==> src/rtl/user_code_loader.sv <==
// Byte-stream loader for the 32-word instruction code memory.
// It shares the memory address port with CPU fetch and holds the CPU while a load runs.
module user_code_loader #(
  parameter int ADDR_W = 5,
  parameter int WORD_W = 16
) (
  input  logic              clock,
  input  logic              reset,
  input  logic              start,
  input  logic [ADDR_W:0]   num_words,
  input  logic              abort,
  input  logic [7:0]        byte_in,
  input  logic              byte_valid,
  output logic              byte_ready,
  input  logic [ADDR_W-1:0] fetch_addr,
  output logic [ADDR_W-1:0] mem_addr,
  output logic [WORD_W-1:0] mem_wdata,
  output logic              mem_we,
  output logic              cpu_hold,
  output logic              busy,
  output logic              done,
  output logic              error,
  output logic [ADDR_W:0]   words_loaded,
  output logic [2:0]        state_dbg    // 0 IDLE, 1 HI, 2 LO, 3 WRITE, 4 DONE
);

  // Byte handshake: a byte moves on a rising clock edge when byte_valid && byte_ready.
  // byte_ready is high only in HI/LO and is masked by abort, so an aborting cycle takes no byte.

  typedef enum logic [2:0] {
    S_IDLE  = 3'd0,
    S_HI    = 3'd1,
    S_LO    = 3'd2,
    S_WRITE = 3'd3,
    S_DONE  = 3'd4
  } state_t;

  localparam logic [ADDR_W:0] DEPTH = {1'b1, {ADDR_W{1'b0}}};

  state_t            state, state_nxt;
  logic [ADDR_W:0]   n_target;
  logic [ADDR_W-1:0] wr_addr;
  logic [7:0]        hi_byte, lo_byte;
  logic              legal_req;
  logic              last_word;
  logic [ADDR_W:0]   count_nxt;

  assign legal_req = (num_words != '0) && (num_words <= DEPTH);
  assign count_nxt = words_loaded + (ADDR_W + 1)'(1);
  assign last_word = (count_nxt == n_target);

  always_ff @(posedge clock or posedge reset) begin
    if (reset) state <= S_IDLE;
    else       state <= state_nxt;
  end

  always_comb begin
    state_nxt = state;
    case (state)
      S_IDLE:  if (start && legal_req) state_nxt = S_HI;
      S_HI:    if (abort) state_nxt = S_IDLE;
               else if (byte_valid) state_nxt = S_LO;
      S_LO:    if (abort) state_nxt = S_IDLE;
               else if (byte_valid) state_nxt = S_WRITE;
      S_WRITE: if (abort) state_nxt = S_IDLE;
               else if (last_word) state_nxt = S_DONE;
               else state_nxt = S_HI;
      S_DONE:  state_nxt = S_IDLE;
      default: state_nxt = S_IDLE;
    endcase
  end

  always_comb begin
    byte_ready = 1'b0;
    mem_we     = 1'b0;
    done       = 1'b0;
    busy       = (state != S_IDLE);
    cpu_hold   = (state != S_IDLE);
    case (state)
      S_HI, S_LO: byte_ready = !abort;
      S_WRITE:    mem_we = 1'b1;
      S_DONE:     done = 1'b1;
      default:    ;
    endcase
  end

  // The write in WRITE always completes, even when abort is raised in that cycle.
  always_ff @(posedge clock or posedge reset) begin
    if (reset) begin
      n_target     <= '0;
      wr_addr      <= '0;
      hi_byte      <= '0;
      lo_byte      <= '0;
      words_loaded <= '0;
      error        <= 1'b0;
    end else begin
      case (state)
        S_IDLE: if (start) begin
          if (legal_req) begin
            n_target     <= num_words;
            wr_addr      <= '0;
            words_loaded <= '0;
            error        <= 1'b0;
          end else begin
            error <= 1'b1;
          end
        end
        S_HI:    if (byte_valid && byte_ready) hi_byte <= byte_in;
        S_LO:    if (byte_valid && byte_ready) lo_byte <= byte_in;
        S_WRITE: begin
          words_loaded <= count_nxt;
          if (!last_word) wr_addr <= wr_addr + ADDR_W'(1);
        end
        default: ;
      endcase
    end
  end

  assign mem_addr  = (state == S_IDLE) ? fetch_addr : wr_addr;
  assign mem_wdata = {hi_byte, lo_byte};
  assign state_dbg = state;

endmodule

==> config.mk <==
export PLATFORM = sky130hd
export DESIGN_NAME = user_code_loader
export DESIGN_NICKNAME = d
export VERILOG_FILES = /design/src/rtl/user_code_loader.sv
export SDC_FILE = /design/constraint.sdc
export NUM_CORES = 1
export LEC_CHECK = 0
export ABC_CLOCK_PERIOD_IN_PS = 2400
export BUFFER_PORTS_ARGS = -buffer_cell sky130_fd_sc_hd__buf_2
export CAP_MARGIN = 20
export CELL_PAD_IN_SITES_DETAIL_PLACEMENT = 1
export CELL_PAD_IN_SITES_GLOBAL_PLACEMENT = 1
export CORE_ASPECT_RATIO = 1.4
export CORE_MARGIN = 4
export CORE_UTILIZATION = 40
export CTS_BUF_LIST = sky130_fd_sc_hd__clkbuf_2 sky130_fd_sc_hd__clkbuf_4 sky130_fd_sc_hd__clkbuf_8
export CTS_CLUSTER_DIAMETER = 80
export DETAILED_ROUTE_END_ITERATION = 10
export PLACE_DENSITY_LB_ADDON = 0.05
export SETUP_SLACK_MARGIN = 0.4
export SLEW_MARGIN = 10
export SYNTH_ARGS = -nofsm -noshare
export SYNTH_HDL_FRONTEND = slang
export SYNTH_SLANG_ARGS = --single-unit
==> constraint.sdc <==
create_clock -name clock -period 2.4 [get_ports clock]
set_clock_uncertainty 0.05 [all_clocks]
set_input_delay 0.24 -clock clock [delete_from_list [all_inputs] [get_ports clock]]
set_output_delay 0.24 -clock clock [all_outputs]
set_load 0.02 [all_outputs]
==> metrics.txt, run 1 <==
max-slew violation count=0; Slew Limit Headroom=between 60 and 70%; count of nets after finishing=~250; Detailed Place HPWL=approximately 3600 microns; dominant combinational cell family by area after synthesis=multiplexers; static leakage=~1.2 nW; storage element area=just over 900 sq um; worst hold-check path type=in -> async; number of optimization iterations in the first detailed-route pass=4; Worst setup EP type=output pin; initial antenna violation count=0; result of the run=complete, no violations; arrival time reported for the critical path endpoint=about 1.7 ns; required time worst endpoint=2.11 ns; placeable core region=roughly 4500 sq um; YS warnings=0; Non-Filler Instances=~290; commonest cells after routing, fill and taps aside=buf_2, dfrtp_1, mux2_2; number of buffers inserted by port buffering=about 60; post-synth top area share=between 40 and 50%; overall fraction of global-route tracks in use=about 17%; global placement routability congestion=0.7696; delay-heaviest family, CP=flip-flops; pwr dens=between 800 and 900 nW/um^2; die area=around 5900 sq um; post-synthesis net count=about 190; vertical die dimension=88.94 microns; number of distinct standard cells referenced by the synthesized netlist=41; layout-stage area growth over the synthesis result=27.87%; most common cell after layout, fill and taps aside=buf_2; die extent in x=around 66 microns; average vias per placed instance=just over 5; clk_lat worst skew=0.28 ns; number of buffers on the longest clock path=2; count of flip-flops with a built-in enable after synthesis=0; Area contributors post-synth=dfrtp_1, mux2_2, xnor2_1, mux2_4, mux2i_1; routed vias=between 1000 and 1500; wire length after detailed routing=4614 microns; total design power=approximately 0.0021 W; mean cell area of the mapped netlist=around 12 sq um; RSZ-0062 raised after global routing=false; initial core utilization=between 40% and 50%; total negative slack=0 ns; pin count of the biggest net entering global routing=38; number of placement rows=29; compound-gate portion of the synthesized area=~8.9%; maximum net fanout on the critical path=7; clock-pin slew of the registers on the worst-case setup and hold paths=about 0.070 ns; Hold Fails Final Rpt=0; Synth Cell Area=1872 sq um; post-synth top area cell=dfrtp_1; mux share of post-synthesis cell area=around a fifth; global-route wire length before repair=approximately 7600 microns; worst-path cell chain=nor3_2 -> buf_4 -> mux2_2 -> buf_2; XOR/XNOR share of the synthesized area=under 10%; ANT cells=0; fraction of the mapped netlist area in adder cells=1.337%; sequential element share of the synthesized area=roughly half; TritonCTS clock tree=yes; final clock period utilization by the worst path=80.71%; Main synth FF type=dfrtp_1; share of flip-flops with an asynchronous set or reset after synthesis=100.0%; # placed instances=between 200 and 300; number of instances in the synthesized netlist=~160; top-level I/O count=60; Synth Area in Simple Gates=13.57%; Setup-failing EPs final=0; Sink Count=37; delay of the slowest critical-path stage=0.45 ns; GRT overflow=0; TritonCTS Buffers=5; cell type of the slowest stage on the worst timing path=dfrtp_2; # hold bufs at CTS=0; DRT antenna net count=0; post-route minimum period=slightly below 2 ns; buffer type at the clock tree root=clkbuf_8; count of routing violations after the opening detailed-route iteration=31; start-to-end type of the worst setup path=reg -> out; H-tree depth=2; number of global-route vias before repair=1639; per-cell routed wire length=between 15 and 20 microns; critical register-to-register path startpoint=words_loaded[0]$_DFFE_PP0P_; number of max-cap violations=0; drt drc=0; count of filler cells inserted in the layout=approximately 520; pin slew with the least headroom to its limit=about 0.52 ns; number of buffer and inverter stages on the critical path=2; fmax=516.3 MHz; proportion of layout cells with a drive suffix above 1=51.98%; register bit total from synthesis=37; critical path startpoint category=flip-flop; source of the critical timing path=state_dbg[1]$_DFFE_PP0P_; area of the multi-input gates=~900 sq um; worst ir drop on vdd=between 0.0005 and 0.0006 V
cell families (layout without fill, tap and decap cells):
family / count (synthesis) / in the layout
DFF: 37 / 37
xor gates and xnor gates: 8 / 8
and+or+nand+nor: 44 / 44
adders and majority gates: 2 / 2
buffers and inverters: 12 / 80
AOI/OAI and AO/OA: 24 / 24
muxes: 32 / 32
tightest hold or removal path, cell delays in order:
cell   delay [ns]
buf_2        0.09
inv_1        0.04
buf_4        0.41
cell usage after synthesis (2+ instances only):
library cell   n
nand4_1        3
nand4b_1       3
nand3_1        6
nor3_1         3
mux2_2        23
o211ai_1       2
buf_2          4
a211o_1        2
o21ai_1        5
nor2_1         8
dfrtp_1       37
ha_1           2
inv_1          4
nand2_1       11
mux2_4         4
xnor2_1        7
o21ai_0        5
a31oi_1        2
mux2i_1        5
and2_1         2
routing by layer:
metal,global-route usage [%],vias up,wire length [microns]
met1,18.17,729,1768
li1,-,704,-
met5,0,-,0
met3,4.277,6,234
met2,32.57,37,2554
met4,5.094,0,57
final cells by class:
| type | instances | share of cell area (%) |
|---|---|---|
| Clock buffer | 8 | 3.816 |
| Timing Repair Buffer | 67 | 14.85 |
| Inverter | 5 | 0.9409 |
| Sequential cell | 37 | 38.89 |
| Tap cell | 62 | 3.241 |
| Multi-Input combinational cell | 110 | 38.26 |
metrics by stage:
stage | instance area, sq um | util (%) | setup WS [ns] | hold WS (ns)
3_3_place_gp | 2225 | 49.05 | 0.3417 | 0.3192
5_1_grt | 2394 | 52.77 | 0.4071 | 0.05080
4_1_cts | 2336 | 51.50 | 0.4003 | 0.02030
3_5_place_dp | 2225 | 49.05 | 0.2169 | 0.3299
2_1_floorplan | 1872 | - | 0.4047 | 0.3070
6_report | 2394 | 52.77 | 0.4630 | 0.009127
worst paths after layout:
check / end / slack (ns) / cells past startpoint
worst min-delay path: wr_addr[1]$_DFFE_PP0P_ / 0.009 / 3
worst min register to register: wr_addr[4]$_DFFE_PP0P_ / 0.44 / 1
min in group clock: lo_byte[1]$_DFFE_PP0P_ / 0.15 / 2
max in group asynchronous: state_dbg[1]$_DFFE_PP0P_ / 1.93 / 3
worst max register to register: wr_addr[2]$_DFFE_PP0P_ / 0.56 / 6
worst max-delay path: mem_addr[3] / 0.46 / 4
registers in the layout (all words and copies together), names as in the netlist:
signal / cells
wr_addr: 5
n_target: 6
lo_byte: 8
state_dbg: 3
words_loaded: 6
hi_byte: 8
error: 1
timing repair:
action / in CTS / in global routing
endpoints found under the setup margin: 12 / 14
buffers inserted: 1 / 4
gates cloned: 0 / 0
pin swaps: 1 / 1
resized for setup: 5 / 8
where the power goes:
part | switching [W] | leakage (nW) | internal (W)
Combinational | 0.000429 | 0.656 | 0.000348
Clock | 0.000208 | 0.0498 | 0.000240
Sequential | 0.000100 | 0.468 | 0.000787
Total | 0.000737 | 1.17 | 0.00138
Note: power is estimated with default switching activity, not from simulation.
==> run 2, diff against run 1 <==
--- a/config.mk
+++ b/config.mk
@@ -5,14 +5,15 @@
 export SDC_FILE = /design/constraint.sdc
 export NUM_CORES = 1
 export LEC_CHECK = 0
-export ABC_CLOCK_PERIOD_IN_PS = 2400
+export ABC_AREA = 1
+export ABC_CLOCK_PERIOD_IN_PS = 2000
 export BUFFER_PORTS_ARGS = -buffer_cell sky130_fd_sc_hd__buf_2
 export CAP_MARGIN = 20
 export CELL_PAD_IN_SITES_DETAIL_PLACEMENT = 1
 export CELL_PAD_IN_SITES_GLOBAL_PLACEMENT = 1
 export CORE_ASPECT_RATIO = 1.4
 export CORE_MARGIN = 4
-export CORE_UTILIZATION = 40
+export CORE_UTILIZATION = 38
 export CTS_BUF_LIST = sky130_fd_sc_hd__clkbuf_2 sky130_fd_sc_hd__clkbuf_4 sky130_fd_sc_hd__clkbuf_8
 export CTS_CLUSTER_DIAMETER = 80
 export DETAILED_ROUTE_END_ITERATION = 10
==> constraint.sdc (replaced) <==
create_clock -name clock -period 2 [get_ports clock]
set_clock_uncertainty 0.05 [all_clocks]
set_input_delay 0.2 -clock clock [delete_from_list [all_inputs] [get_ports clock]]
set_output_delay 0.2 -clock clock [all_outputs]
set_load 0.02 [all_outputs]
==> run 2 against run 1 <==
  * Via count is 36% higher
  * Combinational power is 140% higher
  * Cell count is 38% higher
  * Non-clock buffer count is 17 higher
  * Worst hold slack better by 0.052 ns
  * Clock-buffer cell count is 2 lower
  * Register-to-register slack worse by 0.37 ns
  * Global-route usage is 2.6 points higher
  * Clock power is 54% higher
  * Critical endpoint is now wr_addr[1]$_DFFE_PP0P_
  * Largest cell class is now multi-input combinational cells
  * Largest power group is now combinational cells
==> metrics.txt, run 2 <==
result of the run=complete, no violations; average vias per placed instance=5.040 (-1.3%); final clock period utilization by the worst path=90.40%; post-synth top area share=47.47% (-2.0 points); H-tree depth=2 (unchanged); Area contributors post-synth=dfrtp_1, nand2_1, inv_1, nand3_1, o21ai_0; maximum net fanout on the critical path=5 (-2); XOR/XNOR share of the synthesized area=1.796% (-1.9 points); die area=6360 sq um (+8.6%); top cells by instance count after synthesis=nand2_1, dfrtp_1, inv_1; worst slack, placed=0.1239 ns (-0.09305 ns); routed vias=2011 (+36%); commonest cells after routing, fill and taps aside=nand2_1, buf_2, dfrtp_1; most used standard cell by instance count after synthesis=nand2_1; pin slew with the least headroom to its limit=0.4890 ns (-0.03208 ns); number of max-cap violations=0 (unchanged); number of buffer and inverter stages on the critical path=1 (-1); mean cell area of the mapped netlist=7.962 sq um (-32%); internal power contribution=0.002178 W (+58%); largest registers in the final layout=hi_byte (8), lo_byte (8); YS warnings=0 (unchanged); delay of the slowest critical-path stage=0.44 ns (about the same); hold slack final=0.06103 ns (+0.05190 ns); final core area utilization=58.65% (+5.9 points); share of flip-flops with an asynchronous set or reset after synthesis=100.0% (unchanged); worst hold-check path type=in -> reg; number of global-route vias before repair=2043 (+25%); initial antenna violation count=0 (unchanged); Sink Count=37 (unchanged); Flop pwr share=30.8% (-11 points); number of placement rows=30 (+3.4%); count of nets after finishing=360 (+43%); total negative slack=0 ns (unchanged); part of the total power dissipated in the clock network=18.5% (-2.7 points); logic gate share of total power=50.7% (+14 points); Main synth FF type=dfrtp_1; post-layout worst setup margin=0.1920 ns (-0.2710 ns); most numerous cell on the critical path=nand2_1; drt drc=0 (unchanged); number of distinct standard cells referenced by the synthesized netlist=29 (-29%); DRT antenna net count=0 (unchanged); max-slew violation count=0 (unchanged); Hold Fails Final Rpt=0 (unchanged); critical path startpoint category=flip-flop; clk_lat worst skew=0.29 ns (about the same); wire length after detailed routing=6044 microns (+31%); global-route wire length before repair=9542 microns (+25%); overall fraction of global-route tracks in use=19.61% (+2.6 points); global placement routability congestion=0.7547 (-1.9%); pwr dens=1298 nW/um^2 (+47%); Psw=0.001565 W (+110%); TritonCTS Buffers=5 (unchanged); RSZ-0062 raised after global routing=true; worst ir drop on vdd=0.0006907 V (+34%); arrival time reported for the critical path endpoint=1.94 ns (+0.29 ns); post-route minimum period=about 1.8 ns; initial core utilization=39.67% (-1.6 points); worst-path cell chain=buf_4 -> nand3_2 -> nand2_1 -> nand2_1 -> nand2_1 -> nand2_1 -> nor2_1 -> nand3_1 -> nand2_2 -> nand2_4 -> nand2_4 -> nand2_1 -> nand2_1; storage element area=932.1 sq um (+0.13%); area of the multi-input gates=1045 sq um (+14%); per-cell routed wire length=15.15 microns (-5.1%); mux share of post-synthesis cell area=0% (-20 points); post-synth top area cell=dfrtp_1; vertical die dimension=92.78 microns (+4.3%); Synth Cell Area=1951 sq um (+4.2%); compound-gate portion of the synthesized area=11.16% (+2.3 points); die extent in x=68.55 microns (+4.2%); Detailed Place HPWL=3987 microns (+11%); Synth Area in Simple Gates=30.21% (+17 points); sequential element share of the synthesized area=47.47% (-2.0 points); placeable core region=4917 sq um (+8.4%); Worst setup EP type=flip-flop; cell type of the slowest stage on the worst timing path=dfrtp_2; proportion of layout cells with a drive suffix above 1=45.97% (-6.0 points); number of buffers inserted by port buffering=59 (unchanged); clock-pin slew of the registers on the worst-case setup and hold paths=0.08 ns (about the same); count of flip-flops with a built-in enable after synthesis=0 (unchanged); Setup-failing EPs final=0 (unchanged); required time worst endpoint=2.13 ns (+0.02 ns); count of routing violations after the opening detailed-route iteration=73 (+140%); register bit total from synthesis=37 (unchanged); net switching share of the total power=41.82% (+6.9 points); post-synthesis net count=271 (+46%); static leakage=1.487 nW (+27%); reg-to-reg setup timing slack=0.19 ns (-0.37 ns); layout-stage area growth over the synthesis result=47.85%; pin count of the biggest net entering global routing=38 (unchanged); buffer type at the clock tree root=clkbuf_8; number of buffers on the longest clock path=2 (unchanged); ANT cells=0 (unchanged); delay-heaviest family, CP=simple AND/OR/NAND/NOR gates; number of instances in the synthesized netlist=245 (+54%); GRT overflow=0 (unchanged); dominant combinational cell family by area after synthesis=simple AND/OR/NAND/NOR gates; TritonCTS clock tree=yes; start-to-end type of the worst setup path=reg -> reg; Slew Limit Headroom=67.40% (+2.3 points); fmax=approximately 550 MHz; most common cell after layout, fill and taps aside=nand2_1; top-level I/O count=60 (unchanged); number of optimization iterations in the first detailed-route pass=4 (unchanged); count of filler cells inserted in the layout=620 (+20%); fraction of the mapped netlist area in adder cells=1.283% (-0.054 points)
## run 2: per-stage QoR
step                cells  power (W)  instance area, sq um
detailed placement    366   0.002508                  2331
finish                399   0.003743                  2884
CTS                   390   0.003589                  2725
floorplan             245   0.002051                  1974
global placement      366   0.002466                  2331
global route          399   0.003999                  2884
## run 2: power groups by stage
stage               Combinational [W]  Clock (W)  Sequential [W]
floorplan                    0.000714          0         0.00134
global placement              0.00132          0         0.00115
detailed placement            0.00136          0         0.00115
CTS                           0.00173   0.000711         0.00114
global route                  0.00206   0.000753         0.00118
finish                        0.00190   0.000691         0.00115
## run 2: layout make-up
cell class	instances	share of cell area, %
Multi-Input combinational cell	173	36.23
Sequential cell	37	32.32
Tap cell	64	2.777
Timing Repair inverter	1	0.2603
Timing Repair Buffer	84	19.39
Clock buffer	6	2.863
Clock inverter	2	1.302
Inverter	32	4.859
## run 2: worst paths after layout
check | from | endpoint | cells after the start
max | words_loaded[1]$_DFFE_PP0P_ | wr_addr[1]$_DFFE_PP0P_ | 13
min | num_words[2] | n_target[2]$_DFFE_PP0P_ | 3
max reg2reg | words_loaded[1]$_DFFE_PP0P_ | wr_addr[1]$_DFFE_PP0P_ | 13
min reg2reg | lo_byte[6]$_DFFE_PP0P_ | lo_byte[6]$_DFFE_PP0P_ | 2
max in group asynchronous | reset | state_dbg[2]$_DFFE_PP0P_ | 4
min in group asynchronous | reset | state_dbg[0]$_DFFE_PP0P_ | 4
## run 2: what timing repair did
item / in CTS / in global routing
setup buffers: 14 / 7
hold buffers: 1 / 0
cloned: 1 / 2
pin swaps: 10 / 13
setup endpoints to repair: 36 / 43
hold endpoints to repair: 37 / 0
resized for setup: 51 / 31
## run 2: cells by family after synthesis
group	count (synthesis)
compound gates	33
xor+xnor	4
fa+ha+maj	2
buf+inv	37
flops	37
simple gates	132
## run 2: routing by layer
layer / vias to the layer above / GRT usage, % / wire length [microns]
met2: 56 / 35.70 / 3243
met4: 0 / 5.473 / 138
met1: 977 / 22.32 / 2378
li1: 965 / - / -
met3: 13 / 3.641 / 284
met5: - / 0 / 0
## run 2: worst reg2reg max path: stages, from the launching register on
cell and delay, ns:
dfrtp_2 0.44, buf_4 0.16, nand3_2 0.09, nand2_1 0.08, nand2_1 0.11, nand2_1 0.09
nand2_1 0.09, nor2_1 0.04, nand3_1 0.13, nand2_2 0.10, nand2_4 0.10, nand2_4 0.07
nand2_1 0.08, nand2_1 0.06
